`src/rtl/hazard_stall_ctrl_pkg.sv`:
```
// Shared definitions for the pipeline sequencer: FSM states, register
// constants, mult/div latency default and the scoreboard entry format.
package hazard_stall_ctrl_pkg;

    typedef enum logic [1:0] {
        ST_RUN     = 2'd0,
        ST_MEMWAIT = 2'd1,
        ST_MDWAIT  = 2'd2
    } state_e;

    localparam logic [4:0] REG_ZERO       = 5'd0;
    localparam int         MULDIV_LAT_DEF = 32;

    // One in-flight instruction as the hazard logic sees it.
    typedef struct packed {
        logic [4:0] dest;
        logic       load;
    } sb_entry_t;

    // Scoreboard image of the NOP that bubble insertion places in ID/EX.
    localparam sb_entry_t SB_NOP = '{dest: REG_ZERO, load: 1'b0};

    // A producer matches a source only if it really writes a non-zero register
    // and the consumer really reads that source.
    function automatic logic src_match(input logic [4:0] dest,
                                       input logic       used,
                                       input logic [4:0] src);
        return (dest != REG_ZERO) && used && (dest == src);
    endfunction

endpackage

```
`src/rtl/hazard_stall_ctrl_scoreboard.sv`:
```
// Two-entry destination scoreboard (EX and MEM stage) with source compare
// against the instruction currently decoded in ID.
module hazard_stall_ctrl_scoreboard
    import hazard_stall_ctrl_pkg::*;
(
    input  logic       clk,
    input  logic       rst_n,
    input  logic       advance,
    input  logic       ex_bubble,
    input  logic       id_valid,
    input  logic [4:0] id_dest,
    input  logic       id_mem_read,
    input  logic [4:0] id_rs,
    input  logic [4:0] id_rt,
    input  logic       id_uses_rs,
    input  logic       id_uses_rt,
    output logic       ex_match,
    output logic       ex_load,
    output logic       mem_match,
    output logic       mem_load
);

    sb_entry_t sb_ex_q, sb_ex_d;
    sb_entry_t sb_mem_q, sb_mem_d;

    // Shift the entries along with the pipeline; a bubble or empty ID slot enters as a NOP.
    always_comb begin
        sb_ex_d  = sb_ex_q;
        sb_mem_d = sb_mem_q;
        if (advance) begin
            sb_mem_d = sb_ex_q;
            if (ex_bubble || !id_valid) begin
                sb_ex_d = SB_NOP;
            end else begin
                sb_ex_d.dest = id_dest;
                sb_ex_d.load = id_mem_read;
            end
        end
    end

    // Scoreboard registers, cleared so that nothing stale can stall after reset.
    always_ff @(posedge clk or negedge rst_n) begin
        if (!rst_n) begin
            sb_ex_q  <= SB_NOP;
            sb_mem_q <= SB_NOP;
        end else begin
            sb_ex_q  <= sb_ex_d;
            sb_mem_q <= sb_mem_d;
        end
    end

    // Compare both in-flight destinations against the ID sources.
    always_comb begin
        ex_match  = src_match(sb_ex_q.dest, id_uses_rs, id_rs) ||
                    src_match(sb_ex_q.dest, id_uses_rt, id_rt);
        mem_match = src_match(sb_mem_q.dest, id_uses_rs, id_rs) ||
                    src_match(sb_mem_q.dest, id_uses_rt, id_rt);
        ex_load   = sb_ex_q.load;
        mem_load  = sb_mem_q.load;
    end

endmodule

```
`src/rtl/hazard_stall_ctrl.sv`:
```
// Pipeline sequencer for the 5-stage core: detects hazards the bypass network
// cannot cover and drives per-stage stall / bubble / freeze controls.
module hazard_stall_ctrl
    import hazard_stall_ctrl_pkg::*;
#(
    parameter int MULDIV_LAT = MULDIV_LAT_DEF,
    parameter int CNT_W      = 32
) (
    input  logic             CLK,
    input  logic             RESET,
    input  logic             ID_Valid,
    input  logic [4:0]       ID_Rs,
    input  logic [4:0]       ID_Rt,
    input  logic             ID_UsesRs,
    input  logic             ID_UsesRt,
    input  logic [4:0]       ID_Dest,
    input  logic             ID_MemRead,
    input  logic             ID_Branch,
    input  logic             ID_MulDiv,
    input  logic             ID_HiLoRd,
    input  logic             IMEM_Busy,
    input  logic             DMEM_Busy,
    output logic             IF_Stall,
    output logic             ID_Stall,
    output logic             EX_Bubble,
    output logic             ID_Bubble,
    output logic             Pipe_Freeze,
    output logic             MD_Busy,
    output logic [CNT_W-1:0] Stall_Cnt
);

    localparam int MDC_W = $clog2(MULDIV_LAT + 1);
    // The issue cycle is the first of the MULDIV_LAT cycles, so after the issuing
    // edge MULDIV_LAT-1 cycles remain; HI/LO may be read when the count hits 0.
    localparam logic [MDC_W-1:0] MD_LOAD = MDC_W'(MULDIV_LAT - 1);

    state_e             state_q, state_d;
    logic [MDC_W-1:0]   md_cnt_q, md_cnt_d;
    logic [CNT_W-1:0]   stall_cnt_q, stall_cnt_d;

    logic sb_ex_match, sb_ex_load, sb_mem_match, sb_mem_load;
    logic lu_hz, br_hz, md_hz, hz, mdwait_hold, md_issue;

    hazard_stall_ctrl_scoreboard u_scoreboard (
        .clk         (CLK),
        .rst_n       (RESET),
        .advance     (!Pipe_Freeze),
        .ex_bubble   (EX_Bubble),
        .id_valid    (ID_Valid),
        .id_dest     (ID_Dest),
        .id_mem_read (ID_MemRead),
        .id_rs       (ID_Rs),
        .id_rt       (ID_Rt),
        .id_uses_rs  (ID_UsesRs),
        .id_uses_rt  (ID_UsesRt),
        .ex_match    (sb_ex_match),
        .ex_load     (sb_ex_load),
        .mem_match   (sb_mem_match),
        .mem_load    (sb_mem_load)
    );

    // Hazard terms, evaluated in the same cycle the instruction sits in ID.
    always_comb begin
        MD_Busy     = (md_cnt_q != '0);
        lu_hz       = sb_ex_load && sb_ex_match;
        br_hz       = ID_Branch && (sb_ex_match || (sb_mem_load && sb_mem_match));
        md_hz       = (ID_HiLoRd || ID_MulDiv) && MD_Busy;
        hz          = ID_Valid && (lu_hz || br_hz || md_hz);
        mdwait_hold = (state_q == ST_MDWAIT) && MD_Busy;
    end

    // Stall controls by priority: memory wait freezes everything, then hazards, then fetch wait.
    always_comb begin
        IF_Stall    = 1'b0;
        ID_Stall    = 1'b0;
        EX_Bubble   = 1'b0;
        ID_Bubble   = 1'b0;
        Pipe_Freeze = 1'b0;
        if (RESET) begin
            if (DMEM_Busy) begin
                Pipe_Freeze = 1'b1;
                IF_Stall    = 1'b1;
                ID_Stall    = 1'b1;
            end else if (hz || mdwait_hold) begin
                IF_Stall    = 1'b1;
                ID_Stall    = 1'b1;
                EX_Bubble   = 1'b1;
            end else if (IMEM_Busy) begin
                IF_Stall    = 1'b1;
                ID_Bubble   = 1'b1;
            end
        end
    end

    // Sequencer state tracking memory wait and mult/div wait.
    always_comb begin
        state_d = state_q;
        case (state_q)
            ST_RUN: begin
                if (DMEM_Busy)               state_d = ST_MEMWAIT;
                else if (ID_Valid && md_hz)  state_d = ST_MDWAIT;
            end
            ST_MEMWAIT: begin
                if (!DMEM_Busy)              state_d = ST_RUN;
            end
            ST_MDWAIT: begin
                if (DMEM_Busy)               state_d = ST_MEMWAIT;
                else if (!MD_Busy)           state_d = ST_RUN;
            end
            default:                         state_d = ST_RUN;
        endcase
    end

    // Mult/div countdown reloads on an accepted issue and otherwise runs free, even when frozen.
    always_comb begin
        md_issue = ID_Valid && ID_MulDiv && !ID_Stall;
        md_cnt_d = md_cnt_q;
        if (md_issue) begin
            md_cnt_d = MD_LOAD;
        end else if (md_cnt_q != '0) begin
            md_cnt_d = md_cnt_q - MDC_W'(1);
        end
    end

    // Saturating count of cycles lost to any stall or freeze.
    always_comb begin
        stall_cnt_d = stall_cnt_q;
        if ((IF_Stall || Pipe_Freeze) && (stall_cnt_q != '1)) begin
            stall_cnt_d = stall_cnt_q + CNT_W'(1);
        end
        Stall_Cnt = stall_cnt_q;
    end

    // Control state registers; reset clears any pending stall immediately.
    always_ff @(posedge CLK or negedge RESET) begin
        if (!RESET) begin
            state_q     <= ST_RUN;
            md_cnt_q    <= '0;
            stall_cnt_q <= '0;
        end else begin
            state_q     <= state_d;
            md_cnt_q    <= md_cnt_d;
            stall_cnt_q <= stall_cnt_d;
        end
    end

endmodule

```
`config.mk`:
```
export PLATFORM = sky130hd
export DESIGN_NAME = hazard_stall_ctrl
export DESIGN_NICKNAME = d
export VERILOG_FILES = /design/src/rtl/hazard_stall_ctrl_pkg.sv /design/src/rtl/hazard_stall_ctrl_scoreboard.sv /design/src/rtl/hazard_stall_ctrl.sv
export SDC_FILE = /design/constraint.sdc
export NUM_CORES = 1
export LEC_CHECK = 0
export CORE_MARGIN = 5
export CORE_UTILIZATION = 54
export DETAILED_ROUTE_END_ITERATION = 10
export PLACE_DENSITY = 0.95
export SLEW_MARGIN = 0
export SYNTH_ARGS = -nofsm -noshare
export SYNTH_HDL_FRONTEND = slang
export SYNTH_SLANG_ARGS = --single-unit
```
`constraint.sdc`:
```
create_clock -name CLK -period 3.65 [get_ports CLK]
set_clock_uncertainty 0.1 [all_clocks]
set_input_delay 0.73 -clock CLK [delete_from_list [all_inputs] [get_ports CLK]]
set_output_delay 0.73 -clock CLK [all_outputs]
set_load 0.01 [all_outputs]
```
# --- Word level (Yosys, flattened, before mapping) ---
# Index checks and enable logic that the tools add are counted.
totals:
  reg_bits: 52
  latch_bits: 0
  ram_bits: 0
  rom_bits: 0
  output_inout_bits: 38
  wordCells: 77
  mem_count: 0
classes:
  addsub: 2
  n_mul: 0
  div_mod_pow: 0
  n_lt_le_gt_ge: 0
  n_eq_ne: 10
  n_shift: 0
  n_mux: 23
  n_bitwise: 0
  n_reduce_logical: 35
op_table:
  columns: ["op", "n"]
  rows:
  - ["adder 32 x 1 -> 32 bit (second input constant)", 1]
  - ["!= test 32 bit (second input constant)", 1]
  - ["== test 5 bit", 4]
  - ["logical AND 1 bit", 18]
  - ["two-way mux 6 bit", 3]
  - ["two-way mux 1 bit", 14]
  - ["two-way mux 2 bit", 5]
  - ["nonzero test 5 bit", 2]
  - ["logical OR 1 bit", 9]
  - ["!= test 3 bit (second input constant)", 2]
  - ["one-hot mux 2 bit (3 select lines)", 1]
  - ["nonzero test 6 bit", 1]
  - ["subtractor 6 x 1 -> 6 bit (second input constant)", 1]
  - ["AND reduction 3 bit", 1]
  - ["== test 2 x 1 -> 1 bit (second input constant)", 1]
  - ["== test 2 bit (second input constant)", 1]
  - ["logical NOT 1 bit", 2]
  - ["logical NOT 2 bit", 1]
  - ["!= test 2 bit (second input constant)", 1]
  - ["nonzero test 2 bit", 1]

# --- Depth between registers and ports, before layout ---
# Gate-level depths: netlist of the first run.
logic_depth:
  ltp_word: 17
  depth_mapped: 10
  mapped_depth_nobuf: 8

# --- Hierarchy ---
# From an unflattened synthesis of the first run, not the netlist that was laid out.
hier_totals:
  hier_cells: 278
  area_unflattened_um2: 2825.2
by_module_without_submodules:
  columns: ["mod", "instances", "cells_each", "area_each_um2", "seq_area_each_um2"]
  rows:
  - ["hazard_stall_ctrl", 1, 205, 2107.0, 1001.0]
  - ["hazard_stall_ctrl_scoreboard", 1, 73, 718.2, 300.3]

# --- Worst setup path after synthesis of the first run ---
# OpenSTA, ideal clock, no wires.
synth_timing:
  path_kind: "in2out"
  start: "input port ID_Rt[3]"
  end: "output port EX_Bubble"
  arrival_ps: 2013
  required_ps: 2820
  slack_ps: 807
  path_stages: 7
  path_cell_list: "xor2_1 nor4_1 a32oi_1 o22a_1 nand2_1 and3_1 clkbuf_1"
synth_via:
  elab_chain_cells: 13
synth_rtl:
  columns: ["element", "line_no", "text"]
  rows:
  - ["start, declared", "hazard_stall_ctrl.sv:13", "input logic [4:0] ID_Rt,"]
  - ["== test 5 bit", "hazard_stall_ctrl_pkg.sv:28", "return (dest != REG_ZERO) && used && (dest == src);"]
  - ["logical AND 1 bit", "hazard_stall_ctrl_pkg.sv:28", null]
  - ["logical OR 1 bit", "hazard_stall_ctrl_scoreboard.sv:56", "mem_match = src_match(sb_mem_q.dest, id_uses_rs, id_rs) ||"]
  - ["logical AND 1 bit", "hazard_stall_ctrl.sv:66", "br_hz = ID_Branch && (sb_ex_match || (sb_mem_load && sb_mem_match));"]
  - ["logical OR 1 bit", "hazard_stall_ctrl.sv:66", null]
  - ["logical AND 1 bit", "hazard_stall_ctrl.sv:66", null]
  - ["logical OR 1 bit (*) (2 in a row)", "hazard_stall_ctrl.sv:68", "hz = ID_Valid && (lu_hz || br_hz || md_hz);"]
  - ["logical AND 1 bit (*)", "hazard_stall_ctrl.sv:68", null]
  - ["logical OR 1 bit (*)", "hazard_stall_ctrl.sv:84", "end else if (hz || mdwait_hold) begin"]
  - ["two-way mux 1 bit (*)", "hazard_stall_ctrl.sv:84", null]
  - ["two-way mux 1 bit (*)", "hazard_stall_ctrl.sv:80", "if (DMEM_Busy) begin"]
  - ["two-way mux 1 bit (*)", "hazard_stall_ctrl.sv:79", "if (RESET) begin"]
  - ["end, declared", "hazard_stall_ctrl.sv:25", "output logic EX_Bubble,"]
# Mark *: on every way between the ends. The rest lies on a longest branch, timed or not.

# --- Final worst setup path of the first run ---
layout_timing:
  start: "input port ID_Rt[3]"
  end: "output port ID_Stall"
layout_via:
  elab_chain_cells: 13
layout_rtl:
  columns: ["element", "line_no", "text"]
  rows:
  - ["== test 5 bit", "hazard_stall_ctrl_pkg.sv:28", null]
  - ["logical AND 1 bit", "hazard_stall_ctrl_pkg.sv:28", null]
  - ["logical OR 1 bit", "hazard_stall_ctrl_scoreboard.sv:56", null]
  - ["logical AND 1 bit", "hazard_stall_ctrl.sv:66", null]
  - ["logical OR 1 bit", "hazard_stall_ctrl.sv:66", null]
  - ["logical AND 1 bit", "hazard_stall_ctrl.sv:66", null]
  - ["logical OR 1 bit (*) (2 in a row)", "hazard_stall_ctrl.sv:68", null]
  - ["logical AND 1 bit (*)", "hazard_stall_ctrl.sv:68", null]
  - ["logical OR 1 bit (*)", "hazard_stall_ctrl.sv:84", null]
  - ["two-way mux 1 bit (*)", "hazard_stall_ctrl.sv:84", null]
  - ["two-way mux 1 bit (*)", "hazard_stall_ctrl.sv:80", null]
  - ["two-way mux 1 bit (*)", "hazard_stall_ctrl.sv:79", null]
  - ["end, declared", "hazard_stall_ctrl.sv:24", "output logic ID_Stall,"]
# Marks and branches as above.

==> flow_summary.json, run 1 <==
{
  "status": "complete, no violations",
  "first_pass_iters": 4,
  "r2r_cells": 10,
  "seq_power_share_pct": 51.5,
  "total_power_w": 0.00142,
  "p_int_w": 0.00100,
  "met1_usage_pct": 27.7,
  "swShare_pct": 29.2,
  "die_w_um": 81.5,
  "slew_violations": 0,
  "period_minus_slack_ns": 3.49,
  "clockBufferDepth": 2,
  "met2_usage_pct": 37.5,
  "grtUsageMet3_pct": 3.18,
  "grt_pass1_wl_um": 11300,
  "antenna_found_initial": 0,
  "fin_area_um2": 3640,
  "grt_max_degree": 29,
  "mostFrequentLayoutCells": "clkdlybuf4s50_1 (58), dfrtp_1 (52), xnor2_1 (42)",
  "cts_tree": "yes",
  "cts_buffers": 5,
  "die_area_um2": 6650,
  "synth-seq-cells": 52,
  "fmax_ghz": 0.287,
  "p_sw_w": 0.000414,
  "setup_violations": 0,
  "r2r_slack_ns": 1.04,
  "cts_max_level": 2,
  "ys.flop_type": "dfrtp_1",
  "layout_commonest_cell": "clkdlybuf4s50_1",
  "syn_nets": 293,
  "fp.dieH_um": 81.5,
  "clockPowerShare_pct": 23.2,
  "io_buffers": 63,
  "via_count": 2315,
  "antenna_cells": 0,
  "relSlewSlack_pct": 67.9,
  "num_rows": 26,
  "path_cells": "clkdlybuf4s50_1, xor2_1, nor4_1, a32oi_1, o22a_1, buf_4, a31oi_2, clkbuf_2",
  "ir_drop_uv": 366,
  "critPathMaxFanout": 3,
  "globalplace.congestion": 0.905,
  "num_io_pins": 64,
  "placed_cells": 405,
  "fill_cells": 361,
  "drv_cap": 0,
  "holdCritPathClass": "in -> async",
  "start_util_pct": 54.8,
  "routed_wl_um": 6850,
  "p_leak_nw": 1.55,
  "synth-async-reset-ratio_pct": 100,
  "via_per_inst": 5.59,
  "coreArea_um2": 5040,
  "power.density_nw_per_um2": 389,
  "period_share_pct": 95.6,
  "instances_no_fill": 414,
  "endpoint_kind": "primary output",
  "path_class": "in -> out",
  "final_antenna_net_count": 0,
  "wl_per_cell_um": 16.5,
  "rsz0062_at_grt": "no",
  "root_buffer": "clkbuf_8",
  "combPwrFrac_pct": 25.3,
  "synth_edf_count": 0,
  "insertion_delay_ns": 0.30,
  "drive_gt1_share_pct": 13.4,
  "post_dp_cell_area_um2": 3550,
  "syn_area_um2": 2760,
  "grt_pass1_vias": 2450,
  "dp_hpwl_um": 5260,
  "grt_overflow": 0,
  "grt_most_used_layer": "met2",
  "timing.rr.end": "Stall_Cnt[24]",
  "cp-start-kind": "primary input",
  "syn_inst": 265,
  "path_clk_slew_ns": 0.09,
  "worstMarginPinSlew_ns": 0.482,
  "ys_types": 44,
  "cpPeakStageDelay_ns": 0.44,
  "arrival_ns": 2.66,
  "syn_to_final_growth_pct": 31.9,
  "post-route-util_pct": 72.3,
  "finalSetupTns_ns": 0,
  "drt-initial-drc-count": 117,
  "synth-seq-area-share_pct": 47.1,
  "crit_required_ns": 2.82,
  "synth_warnings": 0,
  "finalNetCount": 371,
  "drc": 0,
  "timing.rr.start": "u_scoreboard.sb_mem_q[4]",
  "cts_sinks": 52,
  "grtUsageTotal_pct": 22.1,
  "avgSynthCellArea_um2": 10.4,
  "hold_viol": 0,
  "critPathSlowestCell": "clkdlybuf4s50_1"
}
area by class of cell:
class / count / area [µm²] / share of cell area [%]
Clock buffer: 6 / 82.6 / 2.27
Clock inverter: 2 / 10.0 / 0.275
Inverter: 8 / 30.0 / 0.824
Multi-Input combinational cell: 194 / 1370 / 37.6
Sequential cell: 52 / 1300 / 35.7
Tap cell: 70 / 87.6 / 2.40
Timing Repair Buffer: 82 / 763 / 20.9
flip-flops by register name (all words and copies together) (netlist names):
| signal | cells |
|---|---|
| u_scoreboard.sb_ex_q | 5 |
| u_scoreboard.sb_mem_q | 5 |
| u_scoreboard.mem_load | 1 |
| state_q | 2 |
| md_cnt_q | 6 |
| Stall_Cnt | 32 |
| u_scoreboard.ex_load | 1 |
cells in the mapped netlist, types with 4 or more instances:
cell type,count,area share (%)
mux2_2,7,2.9
nand3_1,20,3.6
nand3_2,5,1.8
dfrtp_1,52,47
nand4_1,9,2.0
clkbuf_1,4,0.54
and4_1,4,1.3
nor2_1,7,0.95
o2bb2ai_1,6,1.9
and3_1,14,3.2
inv_1,7,0.95
nor3_1,7,1.3
xnor2_1,42,13
a21oi_1,5,0.91
and2_1,5,1.1
xor2_1,8,2.5
nand2_1,22,3.0
timing repair:
action / in CTS / in global routing
gates resized for setup: 3 / 3
endpoints found under the setup margin: 4 / 2
pin swaps: 2 / 2
hold buffers: 0 / 0
setup buffers: 1 / 0
power by group through the flow:
stage	sequential [W]	clock [W]	combinational (W)
global placement	0.000733	0	0.000345
floorplan	0.000738	0	0.000173
finish	0.000730	0.000328	0.000359
CTS	0.000730	0.000338	0.000366
detailed placement	0.000740	0	0.000361
global route	0.000748	0.000362	0.000393
cells by family after synthesis:
logic type,after synthesis,share of synthesized area [%]
compound gates,28,7.65
xor+xnor,50,15.9
fa+ha+maj,2,0.906
buf+inv,19,3.35
flops,52,47.1
mux,8,3.26
simple gates,106,21.9
critical path, delay by kind of cell:
kind / cells / cell delay, ns
simple gates: 1 / 0.29
buf+inv: 3 / 0.77
compound gates: 3 / 0.69
xor+xnor: 1 / 0.17
worst max-delay path by stage:
| stage | cells after the start | slack, ns | endpoint | from |
|---|---|---|---|---|
| detailed placement | 7 | -0.17 | ID_Stall | ID_Rs[4] |
| global placement | 7 | -0.08 | ID_Stall | ID_Rt[3] |
| CTS | 8 | 0.006 | ID_Bubble | ID_Rt[0] |
| floorplan | 7 | 0.81 | EX_Bubble | ID_Rt[3] |
| global route | 8 | 0.02 | ID_Stall | ID_Rt[3] |
| finish | 8 | 0.16 | ID_Stall | ID_Rt[3] |
layer usage:
layer	up-vias	share of wire, %
li1	1099	-
met1	1127	42
met2	68	50
met3	21	4.2
met4	0	3.3
met5	-	0
stage by stage:
stage	hold WS [ns]	worst slack (ns)
after floorplan	0.329	0.807
after global placement	0.343	-0.0794
after detailed placement	0.355	-0.168
after CTS	0.283	0.00614
after global routing	0.308	0.0248
final	0.282	0.160
(Power assumes the default switching activity.)
==> inputs of run 2 (changes only) <==
CORE_UTILIZATION = 40   (was 54)
CTS_CLUSTER_SIZE = 25   (was unset)
PLACE_DENSITY = 0.77   (was 0.95)
==> run 2 against run 1 <==
Worst hold slack worse by 0.080 ns. Register-to-register slack improved by 0.14 ns. Die area increased by 30%. Routed wire length fell by 7.1%. Setup slack improved by 0.039 ns. Sequential power hardly changed. Non-clock buffer count shrank 3. Largest cell class unchanged. Highest routed layer unchanged.
==> flow_summary.json, run 2 (synthesis results as in run 1) <==
{
  "arrival_ns": 2.62,
  "slew_violations": 0,
  "period_share_pct": 94.5,
  "die_w_um": 93.1,
  "cts_sinks": 52,
  "antenna_cells": 0,
  "first_pass_iters": 4,
  "total_power_w": 0.00147,
  "wl_per_cell_um": 15.1,
  "fmax_ghz": 0.290,
  "coreArea_um2": 6760,
  "path_class": "in -> out",
  "holdBufCountCts": 0,
  "rsz0062_at_grt": "no",
  "worstMarginPinSlew_ns": 0.400,
  "p_leak_nw": 1.56,
  "holdWs_ns": 0.202,
  "cpPeakStageDelay_ns": 0.43,
  "globalplace.congestion": 0.814,
  "status": "complete, no violations",
  "via_count": 2239,
  "finalSetupTns_ns": 0,
  "largest_reg_flops": 32,
  "die_area_um2": 8670,
  "crit_required_ns": 2.82,
  "hold_viol": 0,
  "cts_max_level": 2,
  "start_util_pct": 40.9,
  "setup_violations": 0,
  "layout_setup_ws_ns": 0.199,
  "fill_cells": 623,
  "crit_family": "buffers and inverters",
  "io_buffers": 63,
  "period_minus_slack_ns": 3.45,
  "holdCritPathClass": "in -> async",
  "grt_max_degree": 29,
  "drc": 0,
  "path_clk_slew_ns": 0.10,
  "drv_cap": 0,
  "drt-initial-drc-count": 64,
  "path_cells": "clkdlybuf4s50_1, xor2_1, nor4_2, a32oi_1, o22a_2, nand2_1, and3_1, dlygate4sd2_1",
  "cts_buffers": 5,
  "post-route-util_pct": 54.9,
  "antenna_found_initial": 0,
  "dpl_worst_slack_ns": -0.139,
  "final_antenna_net_count": 0,
  "cp_num_buf_inv": 2,
  "grt_pass1_wl_um": 11100,
  "power.density_nw_per_um2": 398,
  "layout_commonest_cell": "clkdlybuf4s50_1",
  "critPathMaxFanout": 4,
  "cp-start-kind": "primary input",
  "drive_gt1_share_pct": 14.1,
  "dp_hpwl_um": 4820,
  "endpoint_kind": "primary output",
  "ir_drop_uv": 178,
  "insertion_delay_ns": 0.30,
  "grt_overflow": 0,
  "grtUsageTotal_pct": 15.6,
  "relSlewSlack_pct": 73.1,
  "syn_to_final_growth_pct": 34.1,
  "routed_wl_um": 6360,
  "critPathSlowestCell": "clkdlybuf4s50_1",
  "num_rows": 30,
  "clockBufferDepth": 2,
  "multi_input_area_um2": 1400,
  "grt_pass1_vias": 2330,
  "regArea_um2": 1300,
  "finalNetCount": 368,
  "via_per_inst": 5.32,
  "num_io_pins": 64,
  "mostFrequentLayoutCells": "clkdlybuf4s50_1 (58), dfrtp_1 (52), xnor2_1 (42)",
  "fp.dieH_um": 93.1,
  "cts_tree": "yes",
  "root_buffer": "clkbuf_8"
}
## run 2: cell count changes in the layout (fill, tap and decap cells not counted), sizes merged
cell          change
bufinv            +1
dlymetal6s2s      +1
clkbuf            -2
buf               -3
clkinvlp          +1
clkinv            -1
## run 2: cell type report
type,instances,share of cell area (%)
Clock inverter,3,1.15
Sequential cell,52,35.1
Tap cell,80,2.70
Multi-Input combinational cell,194,37.8
Inverter,8,0.810
Clock buffer,5,1.86
Timing Repair Buffer,79,20.5
## run 2: final timing paths
kind	depth (start not counted)	startpoint	slack, ns	endpoint
hold / removal	1	RESET	0.20	u_scoreboard.sb_ex_q[4]
setup reg to reg	9	u_scoreboard.sb_mem_q[1]	1.18	Stall_Cnt[21]
hold reg to reg	1	state_q[0]	0.37	state_q[1]
max in group asynchronous	3	RESET	2.38	Stall_Cnt[7]
setup / recovery	8	ID_Rs[4]	0.20	EX_Bubble
min in group CLK	1	state_q[0]	0.37	state_q[1]
## run 2: metal layers
metal	vias to the layer above	track usage, %	routed length, µm
met2	56	26.7	3180
met4	0	3.66	27
met3	2	2.98	201
li1	1088	-	-
met1	1093	20.5	2960
met5	-	0	0
## run 2: what timing repair did
item / 4_1_cts / 5_1_grt
pin swaps: 1 / 2
endpoints found under the setup margin: 4 / 2
cloned: 0 / 0
gates resized for setup: 5 / 5
setup buffers: 0 / 0
## run 2: stage by stage
| step | cells | area (µm²) |
|---|---|---|
| detailed placement | 413 | 3560 |
| floorplan | 265 | 2760 |
| global route | 421 | 3710 |
| CTS | 421 | 3680 |
| global placement | 413 | 3560 |
| finish | 421 | 3710 |
## run 2: power by group
group / internal, W / leakage, nW / switching [W]
clock network: 0.000203 / 0.0541 / 0.000187
logic: 0.000204 / 0.825 / 0.000151
registers: 0.000649 / 0.685 / 0.0000805
## run 2: worst register-to-register path: cells and delay by family (launching register included)
family / cells / cell delay [ns]
DFF: 1 / 0.45
AOI/OAI and AO/OA: 3 / 0.65
and+or+nand+nor: 2 / 0.44
buffers and inverters: 2 / 0.36
xor gates and xnor gates: 2 / 0.35
